[src/rtl/uart_pkg.sv]
// Shared UART constants, FSM state encoding and the 3-sample majority helper.
package uart_pkg;

   localparam int OVERSAMPLE = 16;
   localparam int OS_W       = $clog2(OVERSAMPLE);
   localparam int SAMPLE_T0  = 7;
   localparam int SAMPLE_T1  = 8;
   localparam int SAMPLE_T2  = 9;
   localparam int LAST_TICK  = 15;

   typedef enum logic [2:0] {
      ST_IDLE,
      ST_START,
      ST_DATA,
      ST_PARITY,
      ST_STOP,
      ST_BREAK_WAIT
   } uart_state_e;

   function automatic logic majority3(input logic a, input logic b, input logic c);
      return (a & b) | (a & c) | (b & c);
   endfunction

endpackage

[src/rtl/uart_baud_tick.sv]
// Oversample tick generator: one-clock tick every div+1 clocks while enabled; no backpressure.
// Latency: first tick div+1 clocks after clr drops; clr holds the counter at zero.
module uart_baud_tick #(
   parameter int DIV_WIDTH = 16
) (
   input  logic                 clk,
   input  logic                 reset,
   input  logic                 en,
   input  logic                 clr,
   input  logic [DIV_WIDTH-1:0] div,
   output logic                 tick
);

   logic [DIV_WIDTH-1:0] cnt_q, cnt_d;

   assign tick = en && !clr && (cnt_q == div);

   always_comb begin
      cnt_d = cnt_q;
      if (clr || tick) begin
         cnt_d = '0;
      end else if (en) begin
         cnt_d = cnt_q + 1'b1;
      end
   end

   always_ff @(posedge clk) begin
      if (reset) begin
         cnt_q <= '0;
      end else begin
         cnt_q <= cnt_d;
      end
   end

endmodule

[src/rtl/uart_rx_core.sv]
// UART receiver: 2-flop sync, 16x oversample, 8N1/8E1/8O1 framing; byte lands 1 clk after stop mid-sample.
// Single holding register on valid/ready; a byte arriving while it is full is dropped and flags overrun.
module uart_rx_core
   import uart_pkg::*;
#(
   parameter int DATA_BITS = 8,
   parameter int DIV_WIDTH = 16
) (
   input  logic                 clk,
   input  logic                 reset,
   input  logic                 rx_in,
   input  logic [DIV_WIDTH-1:0] divisor,
   input  logic                 parity_en,
   input  logic                 parity_odd,
   output logic                 out_valid,
   input  logic                 out_ready,
   output logic [DATA_BITS-1:0] out_data,
   output logic                 err_frame,
   output logic                 err_parity,
   output logic                 err_overrun,
   input  logic                 clr_overrun,
   output logic                 break_det,
   output logic                 busy
);

   localparam int BC_W = (DATA_BITS > 1) ? $clog2(DATA_BITS) : 1;

   uart_state_e state_q, state_d;

   logic                 sync1_q, sync2_q;
   logic [DIV_WIDTH-1:0] div_q, div_d;
   logic [OS_W-1:0]      os_cnt_q, os_cnt_d;
   logic                 s7_q, s7_d, s8_q, s8_d;
   logic [BC_W-1:0]      bit_cnt_q, bit_cnt_d;
   logic [DATA_BITS-1:0] shift_q, shift_d;
   logic                 perr_q, perr_d;
   logic                 load_q, load_d;
   logic                 stop_q, stop_d;
   logic                 break_q, break_d;
   logic                 out_valid_q, out_valid_d;
   logic [DATA_BITS-1:0] out_data_q, out_data_d;
   logic                 err_frame_q, err_frame_d;
   logic                 err_parity_q, err_parity_d;
   logic                 err_overrun_q, err_overrun_d;

   logic rx_s, tick, mid_tick, bnd_tick, maj;

   assign rx_s = sync2_q;

   uart_baud_tick #(.DIV_WIDTH(DIV_WIDTH)) u_baud (
      .clk   (clk),
      .reset (reset),
      .en    (1'b1),
      .clr   (state_q == ST_IDLE),
      .div   (div_q),
      .tick  (tick)
   );

   // Majority is resolved on tick 9 using the two earlier stored samples plus the live one.
   assign mid_tick = tick && (os_cnt_q == OS_W'(SAMPLE_T2));
   assign bnd_tick = tick && (os_cnt_q == OS_W'(LAST_TICK));
   assign maj      = majority3(s7_q, s8_q, rx_s);

   always_ff @(posedge clk) begin
      if (reset) begin
         state_q <= ST_IDLE;
      end else begin
         state_q <= state_d;
      end
   end

   always_comb begin
      state_d = state_q;
      case (state_q)
         ST_IDLE:       if (!rx_s) state_d = ST_START;
         ST_START: begin
            if (mid_tick && maj)  state_d = ST_IDLE;
            else if (bnd_tick)    state_d = ST_DATA;
         end
         ST_DATA: begin
            if (bnd_tick && (bit_cnt_q == BC_W'(DATA_BITS - 1)))
               state_d = parity_en ? ST_PARITY : ST_STOP;
         end
         ST_PARITY:     if (bnd_tick) state_d = ST_STOP;
         ST_STOP: begin
            if (mid_tick)
               state_d = (!maj && (shift_q == '0)) ? ST_BREAK_WAIT : ST_IDLE;
         end
         ST_BREAK_WAIT: if (rx_s) state_d = ST_IDLE;
         default:       state_d = ST_IDLE;
      endcase
   end

   always_comb begin
      div_d         = div_q;
      os_cnt_d      = os_cnt_q;
      s7_d          = s7_q;
      s8_d          = s8_q;
      bit_cnt_d     = bit_cnt_q;
      shift_d       = shift_q;
      perr_d        = perr_q;
      load_d        = 1'b0;
      stop_d        = stop_q;
      break_d       = 1'b0;
      out_valid_d   = out_valid_q;
      out_data_d    = out_data_q;
      err_frame_d   = err_frame_q;
      err_parity_d  = err_parity_q;
      err_overrun_d = err_overrun_q;

      if (state_q == ST_IDLE) begin
         os_cnt_d = '0;
         if (!rx_s) begin
            div_d     = divisor;
            bit_cnt_d = '0;
            perr_d    = 1'b0;
         end
      end else if (tick) begin
         os_cnt_d = bnd_tick ? '0 : os_cnt_q + 1'b1;
         if (os_cnt_q == OS_W'(SAMPLE_T0)) s7_d = rx_s;
         if (os_cnt_q == OS_W'(SAMPLE_T1)) s8_d = rx_s;
      end

      if (state_q == ST_DATA) begin
         if (mid_tick) shift_d = {maj, shift_q[DATA_BITS-1:1]};
         if (bnd_tick) bit_cnt_d = bit_cnt_q + 1'b1;
      end
      if (state_q == ST_PARITY && mid_tick) begin
         perr_d = maj != (^shift_q ^ parity_odd);
      end
      if (state_q == ST_STOP && mid_tick) begin
         load_d  = 1'b1;
         stop_d  = maj;
         break_d = !maj && (shift_q == '0);
      end

      if (clr_overrun) err_overrun_d = 1'b0;
      if (load_q) begin
         if (!out_valid_q || out_ready) begin
            out_valid_d  = 1'b1;
            out_data_d   = shift_q;
            err_frame_d  = !stop_q;
            err_parity_d = perr_q;
         end else begin
            err_overrun_d = 1'b1;
         end
      end else if (out_valid_q && out_ready) begin
         out_valid_d = 1'b0;
      end
   end

   always_ff @(posedge clk) begin
      if (reset) begin
         sync1_q       <= 1'b1;
         sync2_q       <= 1'b1;
         div_q         <= '0;
         os_cnt_q      <= '0;
         s7_q          <= 1'b1;
         s8_q          <= 1'b1;
         bit_cnt_q     <= '0;
         shift_q       <= '0;
         perr_q        <= 1'b0;
         load_q        <= 1'b0;
         stop_q        <= 1'b1;
         break_q       <= 1'b0;
         out_valid_q   <= 1'b0;
         out_data_q    <= '0;
         err_frame_q   <= 1'b0;
         err_parity_q  <= 1'b0;
         err_overrun_q <= 1'b0;
      end else begin
         sync1_q       <= rx_in;
         sync2_q       <= sync1_q;
         div_q         <= div_d;
         os_cnt_q      <= os_cnt_d;
         s7_q          <= s7_d;
         s8_q          <= s8_d;
         bit_cnt_q     <= bit_cnt_d;
         shift_q       <= shift_d;
         perr_q        <= perr_d;
         load_q        <= load_d;
         stop_q        <= stop_d;
         break_q       <= break_d;
         out_valid_q   <= out_valid_d;
         out_data_q    <= out_data_d;
         err_frame_q   <= err_frame_d;
         err_parity_q  <= err_parity_d;
         err_overrun_q <= err_overrun_d;
      end
   end

   assign out_valid   = out_valid_q;
   assign out_data    = out_data_q;
   assign err_frame   = err_frame_q;
   assign err_parity  = err_parity_q;
   assign err_overrun = err_overrun_q;
   assign break_det   = break_q;
   assign busy        = (state_q != ST_IDLE);

endmodule

[config.mk]
export PLATFORM = sky130hd
export DESIGN_NAME = uart_rx_core
export DESIGN_NICKNAME = d
export VERILOG_FILES = /design/src/rtl/uart_pkg.sv /design/src/rtl/uart_baud_tick.sv /design/src/rtl/uart_rx_core.sv
export SDC_FILE = /design/constraint.sdc
export NUM_CORES = 1
export LEC_CHECK = 0
export ABC_AREA = 0
export BUFFER_PORTS_ARGS = -buffer_cell sky130_fd_sc_hd__buf_2
export CORE_UTILIZATION = 52
export DETAILED_ROUTE_END_ITERATION = 8
export PLACE_DENSITY_LB_ADDON = 0.15
export SYNTH_ARGS = -nofsm -noshare
export SYNTH_HDL_FRONTEND = slang
export SYNTH_SLANG_ARGS = --single-unit
[constraint.sdc]
create_clock -name clk -period 1.8 [get_ports clk]
set_clock_uncertainty 0.15 [all_clocks]
set_input_delay 0.09 -clock clk [delete_from_list [all_inputs] [get_ports clk]]
set_output_delay 0.09 -clock clk [all_outputs]
set_load 0.01 [all_outputs]
Word-level counts from Yosys, hierarchy flattened
Cells that the tools add are included.
- bitwise logic cells: 9
- reduce and logical (&&, ||, !) cells: 32
- $add $sub $neg: 3
- muxes and demuxes: 25
- equal/unequal tests: 20
- operator list (operator ; number):
    2-to-1 mux 3 bit ; 13
    one-hot mux 3 bit (6 select lines) ; 1
    adder 16 x 1 -> 16 bit, second input constant ; 1
    equality test 16 bit ; 1
    equality test 4 bit, second input constant ; 3
    2-to-1 mux 1 bit ; 10
    inequality test 2 bit, second input constant ; 5
    AND reduction 2 bit ; 5
    equality test 3 bit, second input constant ; 3
    logical AND 1 bit ; 9
    zero test 8 bit ; 1
    XOR reduction 8 bit ; 1
    equality test 3 x 2 -> 1 bit, second input constant ; 2
    AND reduction 3 bit ; 2
    AND reduction 6 bit ; 1
    OR reduction 2 bit ; 3
    adder 4 x 1 -> 4 bit, second input constant ; 1
    equality test 4 x 3 -> 1 bit, second input constant ; 1
    zero test 1 bit ; 4
    2-to-1 mux 4 bit ; 1
    inequality test 2 x 1 -> 1 bit, second input constant ; 2
    nonzero test 2 bit ; 2
    adder 3 x 1 -> 3 bit, second input constant ; 1
    AND 1 bit ; 3
    9 further kinds ; 13
- bits in registers: 70
- output and inout bits: 14
- logic and storage cells: 108
- bits of input ports: 23

Depth between registers and ports, before layout
Gate-level depths: netlist of run 1.
- depth in word-level cells: 8
- mapped depth: 8
- depth with buffers taken out: 7

Hierarchy
A second synthesis of run 1 with hierarchy kept.
- cells, all modules: 392
- area, all modules: 3256.9 µm²
- modules (own cells, without submodules) (module ; sequential area each (µm²) ; cells each ; area each (µm²) ; instances):
    uart_rx_core ; 1081.0 ; 291 ; 2368.5 ; 1
    uart_baud_tick ; 320.3 ; 101 ; 888.4 ; 1

Worst setup path after synthesis of run 1
OpenSTA, ideal clock, no wires.
- kind: register -> register
- start: register u_baud.cnt_q[6]
- end: register bit_cnt_q[0]
- path buffers: 1
- data required time: 1529 ps
- setup slack: -191 ps
- library setup time: 121 ps
- data arrival time: 1720 ps
- period minus slack after synthesis: 1991 ps
- cell stages (with the launch flop): 7
- path through: dfxtp_1 > buf_2 > xor2_1 > nor4_2 > nand4_2 > nor3_2 > mux2_2
- longest elaborated chain between the ends: 5
- RTL lines (element ; line ; RTL):
    start, declared ; uart_baud_tick.sv:14 ; logic [DIV_WIDTH-1:0] cnt_q, cnt_d;
    start signal, assigned ; uart_baud_tick.sv:31 ; cnt_q <= cnt_d;
    equality test 16 bit ; uart_baud_tick.sv:16 ; assign tick = en && !clr && (cnt_q == div);
    logical AND 1 bit ; uart_baud_tick.sv:16 ;
    logical AND 1 bit ; uart_rx_core.sv:61 ; assign bnd_tick = tick && (os_cnt_q == OS_W'(LAST_TICK));
    2-to-1 mux 3 bit ; uart_rx_core.sv:126 ; if (bnd_tick) bit_cnt_d = bit_cnt_q + 1'b1;
    2-to-1 mux 3 bit ; uart_rx_core.sv:124 ; if (state_q == ST_DATA) begin
    end signal, assigned ; uart_rx_core.sv:178 ; bit_cnt_q <= bit_cnt_d;
    end, declared ; uart_rx_core.sv:34 ; logic [BC_W-1:0] bit_cnt_q, bit_cnt_d;
Every way passes these cells.
A chain may end at the register's enable or synchronous reset.

Final worst setup path of run 1
- start: register div_q[5]
- end: register os_cnt_q[0]
- longest elaborated chain between the ends: 4
- RTL lines (element ; line ; RTL):
    start, declared ; uart_rx_core.sv:31 ; logic [DIV_WIDTH-1:0] div_q, div_d;
    start signal, assigned ; uart_rx_core.sv:174 ; div_q <= div_d;
    equality test 16 bit (*) ; uart_baud_tick.sv:16 ;
    logical AND 1 bit (*) ; uart_baud_tick.sv:16 ;
    logical AND 1 bit ; uart_rx_core.sv:61 ;
    2-to-1 mux 4 bit ; uart_rx_core.sv:119 ; os_cnt_d = bnd_tick ? '0 : os_cnt_q + 1'b1;
    end signal, assigned ; uart_rx_core.sv:175 ; os_cnt_q <= os_cnt_d;
    end, declared ; uart_rx_core.sv:32 ; logic [OS_W-1:0] os_cnt_q, os_cnt_d;
Every way passes the cells marked *; elsewhere a longest branch is shown, timed or not.

==> flow_summary.ini, run 1 <==
[status]
status = finished with violations
violations = negative setup slack

[logic_synthesis]
synth_top_area_cell = dfxtp_1
yosys_warnings = 0
ys_ff_latch = 70
synthTopCellsByCount = dfxtp_1, nor2_1, nand2_1, a21oi_1, xor2_1
ys_seq_area_share_pct = 42.8
synth-edff-count = 0
netlist_area_um2 = 3270
yosysMostFrequentCell = dfxtp_1
syn_inst = 378
syn_avg_cell_area_um2 = 8.66
ys.flop_type = dfxtp_1
synth-async-reset-ratio_pct = 0
netlist.area_leader.share_pct = 42.8
yosys.cell_types.count = 48
synth_nets = 411
synthTopCellsByArea = dfxtp_1, xor2_1, nor2_1, mux2i_1, a21oi_1

[worst_setup_path]
worst_ep_required_time_ps = 1910
cpPeakStageDelay_ps = 400
crit_fanout = 8
path_class = reg2reg
path_delay_family = simple AND/OR/NAND/NOR gates
cp-end-kind = flop
r2r_start = div_q[5]
crit_start = div_q[5]
cp_num_buf_inv = 1
worstPathCellList = xor2_2 -> nor4_4 -> nand4_2 -> buf_8 -> or4_1 -> a21oi_1
cp_slowest_cell = or4_1
cp.arrival_ps = 2130
crit_path_start_kind = flop

[place]
placed_area_um2 = 3880
dp_hpwl_um = 4980
dp_slack_ps = -205
routabilityCongestion = 0.862
portBuffers = 36

[finish]
drive_gt1_share_pct = 29.9
fin_util_pct = 75.3
fin_area_um2 = 4510
antenna_cells = 0
nFillCells = 438
fin_nets = 506
areaGrowthSynthToFinish_pct = 37.8

[detailed_routing]
wirelength_um = 7800
firstDrtPassIters = 4
via_count = 2887
route.detailed.drc = 0
wire_per_inst_um = 14.1
detail-route-antenna-nets = 0
viasPerCell = 5.22
drt_iter0_drc = 113

[grt]
grt_pass1_vias = 2714
grt_pass1_wl_um = 11800
overflow = 0
antenna_found_initial = 0
grt_usage_pct = 24.0
grt_max_degree = 23

[power_and_ir_drop]
ir_drop_mv = 0.599
p_leak_nw = 1.97
p_per_area_nw_per_um2 = 870
p_switching_w = 0.00104
pwr-share-seq_pct = 41.5
p_clk_share_pct = 39.8
comb_power_share_pct = 18.7
swShare_pct = 26.4
p_int_w = 0.00288

[hold_path]
min_from = reset
hold_class = in2reg

[floorplanning]
dieArea_um2 = 6610
start_util_pct = 54.6
die_w_um = 81.3
num_io_pins = 37
core-area_um2 = 5990
std_cell_rows = 28
die_h_um = 81.3

[timing]
worstMarginPinSlew_ps = 394
relSlewSlack_pct = 73.4
setup_violations = 29
setup_slack_ps = -217
period_needed_ps = 2020
finalCritPeriodShare_pct = 112
hold_violations = 0
maxSlewViolCount = 0
rsz0062_at_grt = yes
max_freq_ghz = 0.496

[clocking]
cts.sinks = 70
cts_tree = yes
htree_num_levels = 3
cts_buffers = 9
root_buffer = clkbuf_8
clock_latency_ps = 340
clockBufferDepth = 2
clk_pin_slew_ps = 70

[run]
cap_violations = 0
-- stage by stage --
step | std cells | total power, W | setup TNS, ps | hold slack, ps
floorplan | 378 | 0.00201 | -327 | 26.2
global placement | 513 | 0.00218 | -1010 | 124
detailed placement | 513 | 0.00219 | -1360 | 134
CTS | 551 | 0.00392 | -3320 | 38.4
global route | 553 | 0.00405 | -4320 | 59.0
finish | 553 | 0.00392 | -2250 | 26.7
-- worst paths after layout --
path            endpoint  slack (ps)  cells past startpoint
max          os_cnt_q[0]        -220                      6
min           state_q[2]          30                      2
max reg2reg  os_cnt_q[0]        -220                      6
min reg2reg         rx_s         270                      1
-- cell families (layout without fill, tap and decap cells) --
family / after synthesis / in the layout / synth area share, %
AOI/OAI and AO/OA: 46 / 46 / 8.22
xor gates and xnor gates: 35 / 35 / 9.37
adders and majority gates: 11 / 11 / 4.13
buffers and inverters: 32 / 132 / 3.86
and+or+nand+nor: 165 / 165 / 25.7
muxes: 19 / 19 / 5.85
DFF: 70 / 70 / 42.8
-- per-layer routing --
| metal | share of wire (%) | global-route usage, % | wire, µm |
|---|---|---|---|
| met2 | 50 | 40.6 | 3880 |
| met4 | 1.6 | 11.3 | 127 |
| met3 | 2.9 | 3.82 | 228 |
| met5 | 0 | 0 | 0 |
| met1 | 46 | 29.6 | 3560 |
-- cells in the final DEF (no fill, tap or decap), types with 3 or more instances in the layout --
master,count
xor2_1,24
nand4_1,4
nor2b_1,5
clkbuf_8,10
bufinv_16,3
nand3_1,9
nor2_1,50
nand2_1,41
a21oi_1,31
dfxtp_1,59
inv_1,12
buf_2,36
nor3_4,4
nor4_4,4
ha_1,8
nand2b_1,16
buf_4,41
dfxtp_2,10
xnor2_1,9
and3_1,8
mux2i_1,18
dlygate4sd3_1,19
-- what timing repair did --
action	in CTS	in global routing
gates resized for setup	17	17
buffers inserted	2	2
pin swaps	12	10
cloned	1	1
setup endpoints to repair	24	41
hold endpoints to repair	19	0
hold buffers	19	0
-- cell type report --
type                            instances  area (µm²)  area share, %
Inverter                               14        52.6           1.17
Clock buffer                           11         141           3.14
Timing Repair Buffer                  102         781           17.3
Sequential cell                        70        1420           31.4
Multi-Input combinational cell        276        1920           42.5
Tap cell                               75        93.8           2.08
Clock inverter                          5         106           2.36
-- sequential cells by signal, indices dropped and copies added (netlist names), 3 cells and up --
| register | flops |
|---|---|
| out_data | 8 |
| bit_cnt_q | 3 |
| os_cnt_q | 4 |
| shift_q | 8 |
| u_baud.cnt_q | 16 |
| div_q | 16 |
| state_q | 3 |
-- worst reg2reg max path: cells and delay by family, from the launching register on --
family	cells	cell delay, ps
AO/OA/AOI/OAI	1	130
AND/OR/NAND/NOR	3	940
buffers and inverters	1	190
XOR/XNOR	1	190
flip-flops	1	350
-- power groups by stage --
stage	combinational [W]	clock, W	sequential (W)
final	0.000732	0.00156	0.00163
after global routing	0.000778	0.00164	0.00163
after CTS	0.000726	0.00157	0.00162
after detailed placement	0.000529	0	0.00166
after global placement	0.000524	0	0.00166
after floorplan	0.000372	0	0.00164
Note: power is estimated with default switching activity, not from simulation.
==> inputs of run 2 (changes only) <==
--- a/config.mk
+++ b/config.mk
@@ -9,7 +9,7 @@
 export BUFFER_PORTS_ARGS = -buffer_cell sky130_fd_sc_hd__buf_2
 export CORE_UTILIZATION = 52
 export DETAILED_ROUTE_END_ITERATION = 8
-export PLACE_DENSITY_LB_ADDON = 0.15
+export PLACE_DENSITY = 0.75
 export SYNTH_ARGS = -nofsm -noshare
 export SYNTH_HDL_FRONTEND = slang
 export SYNTH_SLANG_ARGS = --single-unit
==> run 2 against run 1 <==
Compared with the run above: the run still ends with negative setup slack left; non-clock buffer count is 1 lower; combinational power is 2% higher; total power is 4.0% lower; global-route usage is 1.5 points higher; maximum frequency is 0.94% higher; worst hold slack better by 68 ps; count of clock-buffer cells in the layout is 1 higher; register-to-register slack better by 20 ps; via count is 1.0% higher; final cell count is 0.18% lower; sequential cell count stayed put.
==> flow_summary.ini, run 2 (synthesized netlist as in run 1, its figures left out) <==
[timing]
setup_slack_ps = -198
period_needed_ps = 2000
worstMarginPinSlew_ps = 405
hold_slack_ps = 94.3
finalCritPeriodShare_pct = 111
maxSlewViolCount = 0
max_freq_ghz = 0.501
tns_ps = -3490
relSlewSlack_pct = 72.6
hold_violations = 0
setup_violations = 38
rsz0062_at_grt = yes

[detailed_routing]
firstDrtPassIters = 4
viasPerCell = 5.28
drt_iter0_drc = 128
detail-route-antenna-nets = 0
route.detailed.drc = 0
via_count = 2916
wirelength_um = 8010
wire_per_inst_um = 14.5

[worst_setup_path]
r2r_slack_ps = -200
cp.arrival_ps = 2100
r2r_start = div_q[15]
crit-reg2reg-capture = bit_cnt_q[0]
worstPathCellList = xor2_1 -> nor4_2 -> nand4_2 -> buf_12 -> nor3_4 -> mux2_2
path_class = reg2reg
cp-end-kind = flop
worst_ep_required_time_ps = 1900
crit_path_start_kind = flop
cp_num_buf_inv = 1
crit_fanout = 8
worst_r2r_path_depth = 6
cpPeakStageDelay_ps = 360
path_delay_family = simple AND/OR/NAND/NOR gates
cp_slowest_cell = nor4_2

[hold_path]
whs_endpoint = state_q[0]
hold_class = in2reg
min_path_cells = 5
min_from = parity_en

[finish]
drive_gt1_share_pct = 28.5
layout.area.seq_um2 = 1410
antenna_cells = 0
multi_input_area_um2 = 1900
fin_nets = 505
final_common_cell = dfxtp_1
fin_area_um2 = 4440
largest_registers = div_q: 16 flops, u_baud.cnt_q: 16 flops
nFillCells = 403
areaGrowthSynthToFinish_pct = 35.8
final_cell_mix = dfxtp_1, nor2_1, nand2_1, buf_4, buf_2

[grt]
overflow = 0
grt_pass1_wl_um = 12600
grt_max_degree = 20
grt_pass1_vias = 2723
antenna_found_initial = 0
grt_usage_pct = 25.5

[floorplanning]
num_io_pins = 37
std_cell_rows = 28
dieArea_um2 = 6610
core-area_um2 = 5990
start_util_pct = 54.6
die_h_um = 81.3
die_w_um = 81.3

[clocking]
clockBufferDepth = 2
cts.sinks = 70
cts_buffers = 9
clk_pin_slew_ps = 80
cts_tree = yes
clock_latency_ps = 350
htree_num_levels = 3
root_buffer = clkbuf_8

[place]
placed_area_um2 = 3890
routabilityCongestion = 0.844
portBuffers = 36
dp_hpwl_um = 5110

[power_and_ir_drop]
p_leak_nw = 1.95
ir_drop_mv = 0.496
p_per_area_nw_per_um2 = 847

[run]
cap_violations = 0

[status]
status = finished with violations
violations = negative setup slack
==> run 2: area by class of cell <==
cell class                      count  share of cell area (%)
Tap cell                           75                    2.11
Multi-Input combinational cell    276                    42.7
Sequential cell                    70                    31.8
Clock inverter                      4                    1.58
Inverter                           14                    1.18
Clock buffer                       12                    3.27
Timing Repair Buffer              101                    17.4
==> run 2: worst reg2reg max path: cells and delay by family (launching register included) <==
family	cells	cell delay, ps
xor gates and xnor gates	1	160
buffers and inverters	1	190
DFF	1	330
muxes	1	350
and+or+nand+nor	3	720
==> run 2: worst max path at each step <==
stage,slack (ps),depth (start not counted),end,from
floorplan,-50,6,state_q[2],os_cnt_q[0]
global placement,-170,6,os_cnt_q[0],div_q[15]
detailed placement,-210,6,os_cnt_q[0],div_q[13]
CTS,-200,7,s8_q,u_baud.cnt_q[10]
global route,-320,6,os_cnt_q[3],div_q[15]
finish,-200,6,bit_cnt_q[0],div_q[15]
==> run 2: per-stage QoR <==
step	cells	util (%)	worst slack [ps]	power (W)
6_report	552	74.2	-198	0.00377
2_1_floorplan	378	-	-49.8	0.00201
4_1_cts	551	73.0	-198	0.00371
5_1_grt	552	74.2	-324	0.00390
3_5_place_dp	513	65.0	-214	0.00221
3_3_place_gp	513	65.0	-170	0.00220
==> run 2: power breakdown <==
group / leakage, nW / switching [W] / internal [W]
Sequential: 0.569 / 0.0000414 / 0.00158
Combinational: 1.27 / 0.000403 / 0.000344
Clock: 0.110 / 0.000581 / 0.000815
==> run 2: what timing repair did <==
| item | 4_1_cts | 5_1_grt |
|---|---|---|
| setup buffers | 1 | 2 |
| hold buffers | 20 | 0 |
| pin swaps | 7 | 4 |
| endpoints found under the setup margin | 15 | 40 |
| hold endpoints to repair | 19 | 0 |
| cloned | 1 | 1 |
| gates resized for setup | 9 | 17 |
==> run 2: layer usage <==
layer  global-route usage, %  wire (µm)
met5                       0          0
met4                    12.9        177
met3                    7.19        369
met2                    42.8       3880
met1                    29.5       3580
==> inputs of run 3 (changes only) <==
--- a/config.mk
+++ b/config.mk
@@ -7,9 +7,12 @@
 export LEC_CHECK = 0
 export ABC_AREA = 0
 export BUFFER_PORTS_ARGS = -buffer_cell sky130_fd_sc_hd__buf_2
+export CAP_MARGIN = 20
 export CORE_UTILIZATION = 52
 export DETAILED_ROUTE_END_ITERATION = 8
 export PLACE_DENSITY = 0.75
+export RECOVER_POWER = 25
+export SKIP_CTS_REPAIR_TIMING = 1
 export SYNTH_ARGS = -nofsm -noshare
 export SYNTH_HDL_FRONTEND = slang
 export SYNTH_SLANG_ARGS = --single-unit
==> run 3 against run 2 <==
Compared with the run above: the run still ends with negative setup slack left; setup slack lost 130 ps; register-to-register slack lost 130 ps; non-clock buffer count up 6; critical path depth grew 1; critical endpoint is now perr_q; cell area rose by 1.8%; maximum frequency is 6.3% lower; clock power about the same; utilization rose by 1.3 points.
==> flow_summary.ini, run 3 (synthesized netlist as in run 1, its figures left out) <==
[status]
status = finished with violations
violations = negative setup slack

[place]
dp_hpwl_um = 5110
routabilityCongestion = 0.844
placed_area_um2 = 3890
portBuffers = 36
dp_slack_ps = -214
post-place-cells = 513

[finish]
drive_gt1_share_pct = 26.9
largest_registers = div_q: 16 flops, u_baud.cnt_q: 16 flops
fin_cells = 558
areaGrowthSynthToFinish_pct = 38.2
final_common_cell = dfxtp_1
antenna_cells = 0
final_cell_mix = dfxtp_1, nor2_1, nand2_1, buf_4, a21oi_1
fin_nets = 511
fin_area_um2 = 4520

[timing]
setup_violations = 40
rsz0062_at_grt = yes
worstMarginPinSlew_ps = 387
hold_violations = 0
maxSlewViolCount = 0
setup_slack_ps = -332
tns_ps = -8710
period_needed_ps = 2130
max_freq_ghz = 0.469
finalCritPeriodShare_pct = 118
relSlewSlack_pct = 74.1

[grt]
grt_pass1_vias = 2496
grt_pass1_wl_um = 11300
antenna_found_initial = 0
grt_usage_pct = 22.8
grt_max_degree = 20
overflow = 0

[detailed_routing]
viasPerCell = 5.27
via_count = 2941
wire_per_inst_um = 14.8
firstDrtPassIters = 5
drt_iter0_drc = 169
route.detailed.drc = 0
detail-route-antenna-nets = 0
wirelength_um = 8290

[power_and_ir_drop]
p_leak_nw = 1.93
ir_drop_mv = 0.525
p_per_area_nw_per_um2 = 860

[worst_setup_path]
path_delay_family = simple AND/OR/NAND/NOR gates
cpPeakStageDelay_ps = 390
cp_num_buf_inv = 2
worstPathCellList = xor2_1 -> nor4_2 -> nand4_2 -> buf_6 -> clkbuf_16 -> or3_1 -> a21oi_1
crit_fanout = 8
cp_slowest_cell = nor4_2
path_class = reg2reg
cp.arrival_ps = 2260
worst_ep_required_time_ps = 1920
cp-end-kind = flop
crit_path_start_kind = flop

[clocking]
clock_latency_ps = 350
htree_num_levels = 3
cts.sinks = 70
root_buffer = clkbuf_8
clk_pin_slew_ps = 70
cts_buffers = 9
cts_tree = yes
clockBufferDepth = 2

[floorplanning]
die_h_um = 81.3
start_util_pct = 54.6
std_cell_rows = 28
num_io_pins = 37
dieArea_um2 = 6610
core-area_um2 = 5990
die_w_um = 81.3

[run]
cap_violations = 0

[hold_path]
hold_class = in2reg
-- run 3: per-stage QoR --
step	hold WS [ps]	power, W	util, %
4_1_cts	-232	0.00359	68.6
6_report	99.1	0.00389	75.5
2_1_floorplan	26.2	0.00201	-
5_1_grt	117	0.00401	75.5
3_5_place_dp	128	0.00221	65.0
3_3_place_gp	127	0.00220	65.0
-- run 3: cell type report --
type | count | area (µm²)
Fill cell | 398 | 1470
Clock buffer | 12 | 145
Inverter | 14 | 52.6
Multi-Input combinational cell | 276 | 1910
Clock inverter | 4 | 70.1
Timing Repair Buffer | 107 | 841
Sequential cell | 70 | 1410
Tap cell | 75 | 93.8
-- run 3: worst paths after layout --
check	slack, ps	endpoint	startpoint	cells past startpoint
max	-330	perr_q	u_baud.cnt_q[4]	7
max reg2reg	-330	perr_q	u_baud.cnt_q[4]	7
min reg2reg	260	rx_s	sync1_q	1
min	100	state_q[0]	parity_en	5
-- run 3: per-layer routing --
| metal | global-route usage [%] | wire (µm) |
|---|---|---|
| met1 | 28.1 | 3730 |
| met2 | 37.1 | 4130 |
| met3 | 5.96 | 340 |
| met4 | 9.82 | 82 |
| met5 | 0 | 0 |
-- run 3: report_power, final --
part | switching [W] | leakage, nW | internal (W) | total (W)
logic | 0.000435 | 1.25 | 0.000438 | 0.000873
clock network | 0.000576 | 0.110 | 0.000815 | 0.00139
registers | 0.0000426 | 0.569 | 0.00158 | 0.00162
total | 0.00105 | 1.93 | 0.00283 | 0.00389
-- run 3: worst min-delay path, cell delays in order --
cell	delay, ps
buf_2	90
nor2b_1	50
o32ai_1	140
nand2_1	70
mux2i_1	100
